## config.mk

```make
export PLATFORM = sky130hd
export DESIGN_NAME = sprite_drawreq_gen_flat
export DESIGN_NICKNAME = d
export VERILOG_FILES = /design/src/rtl/sprite_drawreq_gen_if.sv /design/src/rtl/sprite_drawreq_gen.sv /design/src/flat_wrapper.sv
export SDC_FILE = /design/constraint.sdc
export NUM_CORES = 1
export LEC_CHECK = 0
export CAP_MARGIN = 25
export CORE_MARGIN = 5
export CORE_UTILIZATION = 54
export DETAILED_ROUTE_END_ITERATION = 10
export GPL_ROUTABILITY_DRIVEN = 1
export PLACE_DENSITY = 0.85
export SYNTH_ARGS = -nofsm -noshare
export SYNTH_HDL_FRONTEND = slang
export SYNTH_SLANG_ARGS = --single-unit
```

## constraint.sdc

```tcl
create_clock -name clk -period 4.8 [get_ports clk]
set_input_delay 0.72 -clock clk [delete_from_list [all_inputs] [get_ports clk]]
set_output_delay 0.72 -clock clk [all_outputs]
set_load 0.005 [all_outputs]
```

## src/rtl/sprite_drawreq_gen_if.sv

```systemverilog
// Sprite bitmap ROM bus.
//   romAddr : address {frame, offY, offX}, driven by the draw-request generator
//   romData : synchronous ROM read data, valid one clock after romAddr
// master = draw-request generator, slave = bitmap ROM.
interface sprite_drawreq_gen_if #(
   parameter int ADDR_W = 12
);
   logic [ADDR_W-1:0] romAddr;
   logic [7:0]        romData;

   modport master (output romAddr, input  romData);
   modport slave  (input  romAddr, output romData);
endinterface

```

## src/rtl/sprite_drawreq_gen.sv

```systemverilog
// Per-object drawing-request generator for the VGA path.
// Compares the scan pixel against the sprite rectangle latched at the start of
// each video frame, fetches the sprite pixel from an external synchronous ROM,
// and produces drawRequest/RGBout three clocks after the pixel. It also steps
// the animation frame and runs the hit-blink state machine.
//
// Ports:
//   clk, resetN           pixel clock, asynchronous active-low reset
//   pixelX, pixelY        current scan position
//   startOfFrame          one-cycle pulse per video frame
//   topLeftX, topLeftY    requested sprite position (latched on startOfFrame)
//   enable                sprite visible
//   hit                   starts / restarts a blink
//   mirror                horizontal mirror (only with SPRITE_MIRROR_EN)
//   rom                   bitmap ROM bus (master side)
//   drawRequest, RGBout   draw decision and colour
//   blinking              blink FSM is active
//
// Build option: define SPRITE_MIRROR_EN to add the mirror input.
//
// Blink FSM states:
//   state   | meaning
//   ST_IDLE | no blink in progress, sprite drawn normally
//   ST_ON   | blink in progress, visible phase
//   ST_OFF  | blink in progress, hidden phase (drawRequest suppressed)
module sprite_drawreq_gen #(
   parameter int         SPRITE_W     = 32,
   parameter int         SPRITE_H     = 32,
   parameter int         FRAMES       = 4,
   parameter int         FRAME_DIV    = 8,
   parameter int         BLINK_FRAMES = 64,
   parameter logic [7:0] TRANSPARENT  = 8'hFF
) (
   input  logic        clk,
   input  logic        resetN,
   input  logic [10:0] pixelX,
   input  logic [10:0] pixelY,
   input  logic        startOfFrame,
   input  logic [10:0] topLeftX,
   input  logic [10:0] topLeftY,
   input  logic        enable,
   input  logic        hit,
`ifdef SPRITE_MIRROR_EN
   input  logic        mirror,
`endif
   sprite_drawreq_gen_if.master rom,
   output logic        drawRequest,
   output logic [7:0]  RGBout,
   output logic        blinking
);

   localparam int OFFX_W  = $clog2(SPRITE_W);
   localparam int OFFY_W  = $clog2(SPRITE_H);
   localparam int FRAME_W = $clog2(FRAMES);
   localparam int ADDR_W  = FRAME_W + OFFY_W + OFFX_W;
   localparam int DIV_W   = (FRAME_DIV > 1) ? $clog2(FRAME_DIV) : 1;
   localparam int BLINK_W = (BLINK_FRAMES > 1) ? $clog2(BLINK_FRAMES) : 1;

   typedef enum logic [1:0] {
      ST_IDLE = 2'd0,
      ST_ON   = 2'd1,
      ST_OFF  = 2'd2
   } blink_state_e;

   logic [10:0]        pos_x_q, pos_x_d;
   logic [10:0]        pos_y_q, pos_y_d;
   logic [FRAME_W-1:0] frame_q, frame_d;
   logic [DIV_W-1:0]   div_q, div_d;
   logic [ADDR_W-1:0]  rom_addr_q, rom_addr_d;
   logic               inside_s1_q, inside_s1_d;
   logic               en_s1_q, en_s1_d;
   logic               inside_s2_q, inside_s2_d;
   logic               en_s2_q, en_s2_d;
   logic               draw_q, draw_d;
   logic [7:0]         rgb_q, rgb_d;
`ifdef SPRITE_MIRROR_EN
   logic               mirror_q, mirror_d;
`endif

   blink_state_e       state_q;
   logic [BLINK_W-1:0] blink_cnt_q;
   logic [1:0]         phase_q;
   logic               blinking_q;

   // Inside test is done at 12 bits so a sprite near X=2047 does not wrap.
   logic [11:0]        pix_x_ext, pix_y_ext, pos_x_ext, pos_y_ext;
   logic [OFFX_W-1:0]  off_x;
   logic [OFFY_W-1:0]  off_y;

   always_comb begin
      pos_x_d = pos_x_q;
      pos_y_d = pos_y_q;
      frame_d = frame_q;
      div_d   = div_q;
`ifdef SPRITE_MIRROR_EN
      mirror_d = mirror_q;
`endif
      if (startOfFrame) begin
         pos_x_d = topLeftX;
         pos_y_d = topLeftY;
`ifdef SPRITE_MIRROR_EN
         mirror_d = mirror;
`endif
         if (div_q == DIV_W'(FRAME_DIV - 1)) begin
            div_d   = '0;
            frame_d = frame_q + 1'b1;
         end else begin
            div_d = div_q + 1'b1;
         end
      end

      // Stage 1 uses the position latched before this edge, so a
      // startOfFrame on a visible pixel still draws with the old position.
      pix_x_ext = {1'b0, pixelX};
      pix_y_ext = {1'b0, pixelY};
      pos_x_ext = {1'b0, pos_x_q};
      pos_y_ext = {1'b0, pos_y_q};
      inside_s1_d = (pix_x_ext >= pos_x_ext) && (pix_x_ext < pos_x_ext + 12'(SPRITE_W)) &&
                    (pix_y_ext >= pos_y_ext) && (pix_y_ext < pos_y_ext + 12'(SPRITE_H));
      en_s1_d = enable;

      off_x = OFFX_W'(pixelX - pos_x_q);
      off_y = OFFY_W'(pixelY - pos_y_q);
`ifdef SPRITE_MIRROR_EN
      if (mirror_q) begin
         off_x = OFFX_W'(SPRITE_W - 1) - off_x;
      end
`endif
      rom_addr_d = {frame_q, off_y, off_x};

      // Stage 2: ROM registers romData, flags ride alongside.
      inside_s2_d = inside_s1_q;
      en_s2_d     = en_s1_q;

      // Stage 3: blink state is taken as it is now, not when the pixel entered.
      draw_d = inside_s2_q && en_s2_q && (state_q != ST_OFF) && (rom.romData != TRANSPARENT);
      rgb_d  = draw_d ? rom.romData : 8'h00;
   end

   always_ff @(posedge clk or negedge resetN) begin
      if (!resetN) begin
         pos_x_q     <= '0;
         pos_y_q     <= '0;
         frame_q     <= '0;
         div_q       <= '0;
         rom_addr_q  <= '0;
         inside_s1_q <= 1'b0;
         en_s1_q     <= 1'b0;
         inside_s2_q <= 1'b0;
         en_s2_q     <= 1'b0;
         draw_q      <= 1'b0;
         rgb_q       <= '0;
`ifdef SPRITE_MIRROR_EN
         mirror_q    <= 1'b0;
`endif
      end else begin
         pos_x_q     <= pos_x_d;
         pos_y_q     <= pos_y_d;
         frame_q     <= frame_d;
         div_q       <= div_d;
         rom_addr_q  <= rom_addr_d;
         inside_s1_q <= inside_s1_d;
         en_s1_q     <= en_s1_d;
         inside_s2_q <= inside_s2_d;
         en_s2_q     <= en_s2_d;
         draw_q      <= draw_d;
         rgb_q       <= rgb_d;
`ifdef SPRITE_MIRROR_EN
         mirror_q    <= mirror_d;
`endif
      end
   end

   // Blink FSM. hit has priority over everything, including the terminal
   // startOfFrame. The phase counter toggles ON/OFF every 4 video frames.
   always_ff @(posedge clk or negedge resetN) begin
      if (!resetN) begin
         state_q     <= ST_IDLE;
         blink_cnt_q <= '0;
         phase_q     <= '0;
         blinking_q  <= 1'b0;
      end else if (hit) begin
         state_q     <= ST_ON;
         blink_cnt_q <= '0;
         phase_q     <= '0;
         blinking_q  <= 1'b1;
      end else if (startOfFrame && (state_q != ST_IDLE)) begin
         if (blink_cnt_q == BLINK_W'(BLINK_FRAMES - 1)) begin
            state_q     <= ST_IDLE;
            blink_cnt_q <= '0;
            phase_q     <= '0;
            blinking_q  <= 1'b0;
         end else begin
            blink_cnt_q <= blink_cnt_q + 1'b1;
            phase_q     <= phase_q + 1'b1;
            if (phase_q == 2'd3) begin
               state_q <= (state_q == ST_ON) ? ST_OFF : ST_ON;
            end
         end
      end
   end

   assign rom.romAddr = rom_addr_q;
   assign drawRequest = draw_q;
   assign RGBout      = rgb_q;
   assign blinking    = blinking_q;

endmodule

```

## src/flat_wrapper.sv

```systemverilog
// flat-port wrapper written by rule: the top's interface ports become plain ports
module sprite_drawreq_gen_flat 
#(
   parameter int         SPRITE_W     = 32,
   parameter int         SPRITE_H     = 32,
   parameter int         FRAMES       = 4,
   parameter int         FRAME_DIV    = 8,
   parameter int         BLINK_FRAMES = 64,
   parameter logic [7:0] TRANSPARENT  = 8'hFF
)
  (clk, resetN, pixelX, pixelY, startOfFrame, topLeftX, topLeftY, enable, hit, drawRequest, RGBout, blinking, rom_romAddr, rom_romData);
  sprite_drawreq_gen_if #(.ADDR_W(12)) rom_i ();
  input  logic clk;
  input  logic resetN;
  input  logic [10:0] pixelX;
  input  logic [10:0] pixelY;
  input  logic startOfFrame;
  input  logic [10:0] topLeftX;
  input  logic [10:0] topLeftY;
  input  logic enable;
  input  logic hit;
  output logic drawRequest;
  output logic [7:0] RGBout;
  output logic blinking;
  output wire logic [$bits(rom_i.romAddr)-1:0] rom_romAddr;
  input wire logic [$bits(rom_i.romData)-1:0] rom_romData;
  assign rom_romAddr = rom_i.romAddr;
  assign rom_i.romData = rom_romData;
  sprite_drawreq_gen #(.SPRITE_W(SPRITE_W), .SPRITE_H(SPRITE_H), .FRAMES(FRAMES), .FRAME_DIV(FRAME_DIV), .BLINK_FRAMES(BLINK_FRAMES), .TRANSPARENT(TRANSPARENT)) u_core (.clk(clk), .resetN(resetN), .pixelX(pixelX), .pixelY(pixelY), .startOfFrame(startOfFrame), .topLeftX(topLeftX), .topLeftY(topLeftY), .enable(enable), .hit(hit), .rom(rom_i), .drawRequest(drawRequest), .RGBout(RGBout), .blinking(blinking));
endmodule
```

==> results of run 1 <==
## flip-flops by register name (all words and copies together) (netlist names)
| signal | cells |
|---|---|
| u_core.rom.romAddr | 12 |
| u_core.div_q | 3 |
| u_core.pos_y_q | 11 |
| u_core.frame_q | 2 |
| u_core.inside_s1_q | 1 |
| u_core.blinking | 1 |
| u_core.en_s2_q | 1 |
| u_core.phase_q | 2 |
| u_core.RGBout | 8 |
| u_core.pos_x_q | 11 |
| u_core.en_s1_q | 1 |
| u_core.inside_s2_q | 1 |
| u_core.drawRequest | 1 |
| u_core.state_q | 2 |
| u_core.blink_cnt_q | 6 |
## layout make-up
class	instances	area (µm²)
clock buffer	11	141
tap	77	96.3
timing repair buffer	80	791
clock inverter	4	22.5
inverter	33	124
sequential	63	1580
fill	470	1820
multi-input combinational	237	1670
## final timing paths
path / from / endpoint / depth (start not counted)
min in group asynchronous: resetN / u_core.pos_x_q[1] / 2
max in group asynchronous: resetN / u_core.pos_y_q[6] / 2
setup reg to reg: u_core.pos_x_q[5] / u_core.inside_s1_q / 9
setup / recovery: pixelY[0] / u_core.inside_s1_q / 9
hold reg to reg: u_core.inside_s1_q / u_core.inside_s2_q / 0
hold / removal: u_core.inside_s1_q / u_core.inside_s2_q / 0
## cell usage after synthesis, types with 5 or more instances
master,n
nor2_1,16
o21ai_0,29
nand2b_1,5
and2_1,8
xnor2_1,14
a21o_1,5
nand2_1,35
dfrtp_1,63
inv_1,32
nand3_1,15
ha_1,40
a21oi_1,20
## cell families after synthesis
logic type / count (synthesis)
xor+xnor: 16
buf+inv: 40
flops: 63
compound gates: 75
fa+ha+maj: 42
mux: 4
simple gates: 100
## critical path: stages
cell and delay [ps]:
clkdlybuf4s50_1 460, inv_1 40, ha_1 220, fa_1 400, nand2b_1 180, a21oi_1 190, o2111ai_1 150, a21oi_1 220
nor4_2 80
## layer usage
metal,GRT usage [%],vias up,wire (µm),share of wire [%]
li1,-,1342,-,-
met1,23.0,1268,2910,42
met2,33.5,72,3520,50
met3,5.81,15,426,6.1
met4,6.63,0,131,1.9
met5,0,-,0,0
## layout by cell type (no fill, tap or decap), types with 2 or more instances in the layout
cell type        Yosys  final
clkdlybuf4s50_1      0     77
dfrtp_1             63     63
ha_1                40     40
nand2_1             35     35
inv_1               32     32
o21ai_0             29     29
a21oi_1             20     20
nor2_1              16     16
nand3_1             15     15
xnor2_1             14     14
clkbuf_8             0     10
and2_1               8      8
a21o_1               5      5
nand2b_1             5      5
o21a_1               4      4
nand4_1              4      4
mux2_2               4      4
nor2b_1              3      3
nor3_1               3      3
clkinv_2             0      3
and3_1               2      2
a221o_1              2      2
a211oi_1             2      2
o21ai_1              2      2
nand3b_1             2      2
xor2_1               2      2
fa_1                 2      2
buf_4                0      2
## power groups by stage
stage | Combinational (µW) | Clock, µW | Sequential [µW]
2_1_floorplan | 197 | 0 | 650
3_3_place_gp | 354 | 0 | 650
3_5_place_dp | 368 | 0 | 652
4_1_cts | 371 | 401 | 643
5_1_grt | 414 | 430 | 653
6_report | 366 | 388 | 643
## stage by stage
stage / std cells / area (µm²) / utilization [%]
2_1_floorplan: 340 / 3400 / -
3_3_place_gp: 490 / 4260 / 68.2
3_5_place_dp: 490 / 4260 / 68.2
4_1_cts: 505 / 4420 / 70.9
5_1_grt: 505 / 4420 / 70.9
6_report: 505 / 4420 / 70.9
==> flow_summary.yaml, run 1 <==
outcome:
  status: "finished, final reports clean"
clock_network:
  htree_levels: 3
  path_clk_slew_ps: 60
  cts_sinks: 63
  cts_tree: "yes"
  cts_max_path_buffers: 2
  insertion_delay_ps: 330
  cts_setup_buffers: 0
  cts_buffers: 9
  hold_buffers: 0
  root_buffer: "clkbuf_8"
  cts_resized: 0
global_routing:
  grt_pass1_wl_um: 12000
  track_usage_pct: 19.4
  grt_overflow: 0
  grt_max_degree: 64
  grt_pass1_vias: 2771
  antenna_found_initial: 0
worst_setup_path:
  regToRegSetupSlack_ps: 2580
  worstPathMaxFanout: 3
  cp.arrival_ps: 2660
  criticalPathCategory: "primary input to register"
  required_ps: 5010
  start_kind: "primary input"
  critPathCaptureType: "register"
timing:
  skew_ps: 8.59
  max_freq_mhz: 409
  slew_viol_final: 0
  max_slew.worst_pin.slew_ps: 776
  whs_ps: 350
  rsz0062_at_grt: "false"
  period_needed_ps: 2450
  timing.final.ws_setup_ps: 2350
  setup_viol: 0
  fin_crit_sh_pct: 51.0
  final.setup.tns_ps: 0
  slew-limit-headroom_pct: 48.2
  hold_violations: 0
flow_run:
  max_cap_viol_count: 0
floorplan:
  core_area_um2: 6240
  row_count: 29
  start_util_pct: 54.5
  dieArea_um2: 7990
  boundaryPins: 79
  dieHeight_um: 89.4
  fp.dieW_um: 89.4
placed_design:
  dp.final_hpwl_um: 5430
  port_buffers: 78
  gp_congestion: 0.849
  place_ws_ps: 2020
synthesis:
  avgSynthCellArea_um2: 10.0
  synthFlopType: "dfrtp_1"
  synth_warnings: 0
  synthXorXnorAreaFrac_pct: 4.12
  synth_simple_gate_area_share_pct: 14.4
  synth_area_leaders: "dfrtp_1 46%, ha_1 15%, o21ai_0 4.3%, nand2_1 3.9%, xnor2_1 3.6%"
  synth-adder-area-share_pct: 15.9
  synthMuxAreaShare_pct: 1.32
  synth-compound-area-share_pct: 13.4
  synth-async-reset-ratio_pct: 100
  ys_seq_area_share_pct: 46.4
  yosysTopAreaCellShare_pct: 46.4
  syn_area_um2: 3400
  synth_top_family_by_area: "adder cells"
  synth_cells: 340
  syn-num-nets: 439
  synth-edff-count: 0
  synth_top_area_cell: "dfrtp_1"
  ys_seq_elements: 63
  ys_types: 45
power:
  power_uw: 1400
  p_int_uw: 1010
  leakagePower_uw: 0.00204
  comb_power_share_pct: 26.2
  pwr_density_cell_nw_per_um2: 316
  p_switching_uw: 390
  seq_power_share_pct: 46.0
  ir_worst_vdd_v: 0.000175
  clkPwrFrac_pct: 27.8
  switching_share_pct: 28.0
detailed_routing:
  wl_per_cell_um: 13.8
  totalWireLength_um: 6990
  routed_via_density: 5.34
  first_pass_iters: 4
  drc: 0
  drt-initial-drc-count: 54
  drtAntennaViolNets: 0
  vias: 2697
layout:
  layout.nets: 523
  drive_gt1_share_pct: 5.84
  syn_to_final_growth_pct: 30.0
  diodes: 0
worst_hold_path:
  hp-class: "register to register"
(Power assumes the default switching activity.)
==> inputs of run 2 (changes only) <==
--- a/config.mk
+++ b/config.mk
@@ -7,10 +7,10 @@
 export LEC_CHECK = 0
 export CAP_MARGIN = 25
 export CORE_MARGIN = 5
-export CORE_UTILIZATION = 54
+export CORE_UTILIZATION = 50
 export DETAILED_ROUTE_END_ITERATION = 10
 export GPL_ROUTABILITY_DRIVEN = 1
-export PLACE_DENSITY = 0.85
+export PLACE_DENSITY = 0.8
 export SYNTH_ARGS = -nofsm -noshare
 export SYNTH_HDL_FRONTEND = slang
 export SYNTH_SLANG_ARGS = --single-unit
==> constraint.sdc (replaced) <==
create_clock -name clk -period 2.4 [get_ports clk]
set_input_delay 0.36 -clock clk [delete_from_list [all_inputs] [get_ports clk]]
set_output_delay 0.36 -clock clk [all_outputs]
set_load 0.005 [all_outputs]
==> flow_summary.yaml, run 2 (same netlist as run 1, synthesis figures left out) <==
timing:
  rsz0062_at_grt: "false"
  max_freq_mhz: 458
  hold_violations: 0
  period_needed_ps: 2190
  slew_viol_final: 0
  slew-limit-headroom_pct: 59.6
  skew_ps: 8.42
  max_slew.worst_pin.slew_ps: 601
  fin_crit_sh_pct: 91.1
  setup_viol: 0
placed_design:
  dp.final_hpwl_um: 5440
  gp_congestion: 0.839
  dp.cells: 493
  port_buffers: 78
worst_setup_path:
  r2r_cells: 9
  criticalPathCategory: "register to register"
  critPathCaptureType: "register"
  regToRegSetupSlack_ps: 210
  worstPathMaxFanout: 5
  required_ps: 2640
  worstReg2RegStart: "u_core.pos_x_q[5]"
  start_kind: "register"
  r2r_end: "u_core.inside_s1_q"
  cp.arrival_ps: 2420
  startpoint: "u_core.pos_x_q[5]"
  critical_path.endpoint: "u_core.inside_s1_q"
floorplan:
  dieArea_um2: 8550
  start_util_pct: 50.6
  boundaryPins: 79
  dieHeight_um: 92.5
  core_area_um2: 6720
  fp.dieW_um: 92.5
  row_count: 30
clock_network:
  cts_setup_buffers: 0
  root_buffer: "clkbuf_8"
  cts_tree: "yes"
  htree_levels: 3
  cts_resized: 0
  cts_buffers: 9
  cts_max_path_buffers: 2
  cts_sinks: 63
  hold_buffers: 0
  insertion_delay_ps: 330
  path_clk_slew_ps: 60
detailed_routing:
  first_pass_iters: 4
  drt-initial-drc-count: 90
  totalWireLength_um: 7050
  wl_per_cell_um: 13.8
  drtAntennaViolNets: 0
  vias: 2700
  drc: 0
  routed_via_density: 5.30
layout:
  syn_to_final_growth_pct: 32.2
  drive_gt1_share_pct: 6.06
  final_cell_mix: "77 x clkdlybuf4s50_1, 63 x dfrtp_1, 40 x ha_1"
  diodes: 0
  largest_reg_flops: 12
  layout_commonest_cell: "clkdlybuf4s50_1"
  finalCoreUtilization_pct: 66.9
  n_fill_cell: 542
  layout.nets: 523
  final_cells: 509
flow_run:
  max_cap_viol_count: 0
global_routing:
  use_met2_pct: 28.9
  grt_max_degree: 51
  grtUsageMet3_pct: 3.74
  grtUsageMet1_pct: 21.9
  grt_pass1_vias: 2693
  grt_overflow: 0
  antenna_found_initial: 0
  grt_pass1_wl_um: 11900
  track_usage_pct: 17.5
  top_usage_layer: "met2"
worst_hold_path:
  hp-class: "primary input to async pin"
power:
  leakagePower_uw: 0.00207
  pwr_density_cell_nw_per_um2: 660
  ir_worst_vdd_v: 0.000331
outcome:
  status: "finished, final reports clean"
## run 2: routing by layer
layer	part of all wire, %	vias to the layer above	wire length (µm)
li1	-	1341	-
met1	44	1276	3090
met2	49	71	3440
met3	5.5	12	387
met4	1.8	0	124
met5	0	-	0
## run 2: area by class of cell
cell class | instances | area, µm² | area share [%]
Clock buffer | 13 | 169 | 3.76
Clock inverter | 3 | 40.0 | 0.891
Inverter | 33 | 124 | 2.76
Multi-Input combinational cell | 237 | 1670 | 37.2
Sequential cell | 63 | 1580 | 35.1
Tap cell | 80 | 100 | 2.23
Timing Repair Buffer | 80 | 816 | 18.1
## run 2: worst min-delay path by stage
stage                              start                 to  slack [ps]  depth (start not counted)
after floorplan                   resetN   u_core.RGBout[0]          60                          0
after global placement    u_core.en_s1_q     u_core.en_s2_q         340                          0
after detailed placement  u_core.en_s1_q     u_core.en_s2_q         340                          0
after CTS                         resetN  u_core.pos_x_q[2]          40                          1
after global routing              resetN   u_core.RGBout[5]          80                          1
final                             resetN   u_core.RGBout[5]          30                          1
## run 2: report_power, final
| group | switching, µW | total, µW | internal (µW) | leakage (µW) |
|---|---|---|---|---|
| registers | 72.7 | 1280 | 1210 | 0.000782 |
| logic | 322 | 735 | 412 | 0.00118 |
| clock network | 388 | 950 | 562 | 0.000109 |
| total | 784 | 2970 | 2180 | 0.00207 |
## run 2: stage by stage
step	hold WS [ps]	total power [µW]	setup WS, ps	setup TNS, ps	cell area [µm²]
6_report	33.3	2970	215	0	4500
5_1_grt	78.0	3140	44.8	0	4500
4_1_cts	40.8	3000	196	0	4500
3_5_place_dp	340	2040	-4.98	-4.98	4290
3_3_place_gp	336	2010	26.3	0	4290
2_1_floorplan	64.4	1690	407	0	3400
## run 2: critical path, stage by stage (launching register included)
cell and delay (ps):
dfrtp_1 440, ha_1 240, nand3_1 100, xnor2_1 140, ha_1 290, a21o_1 180, a211o_1 300, o221ai_1 210
a21oi_1 70, nor4_2 140
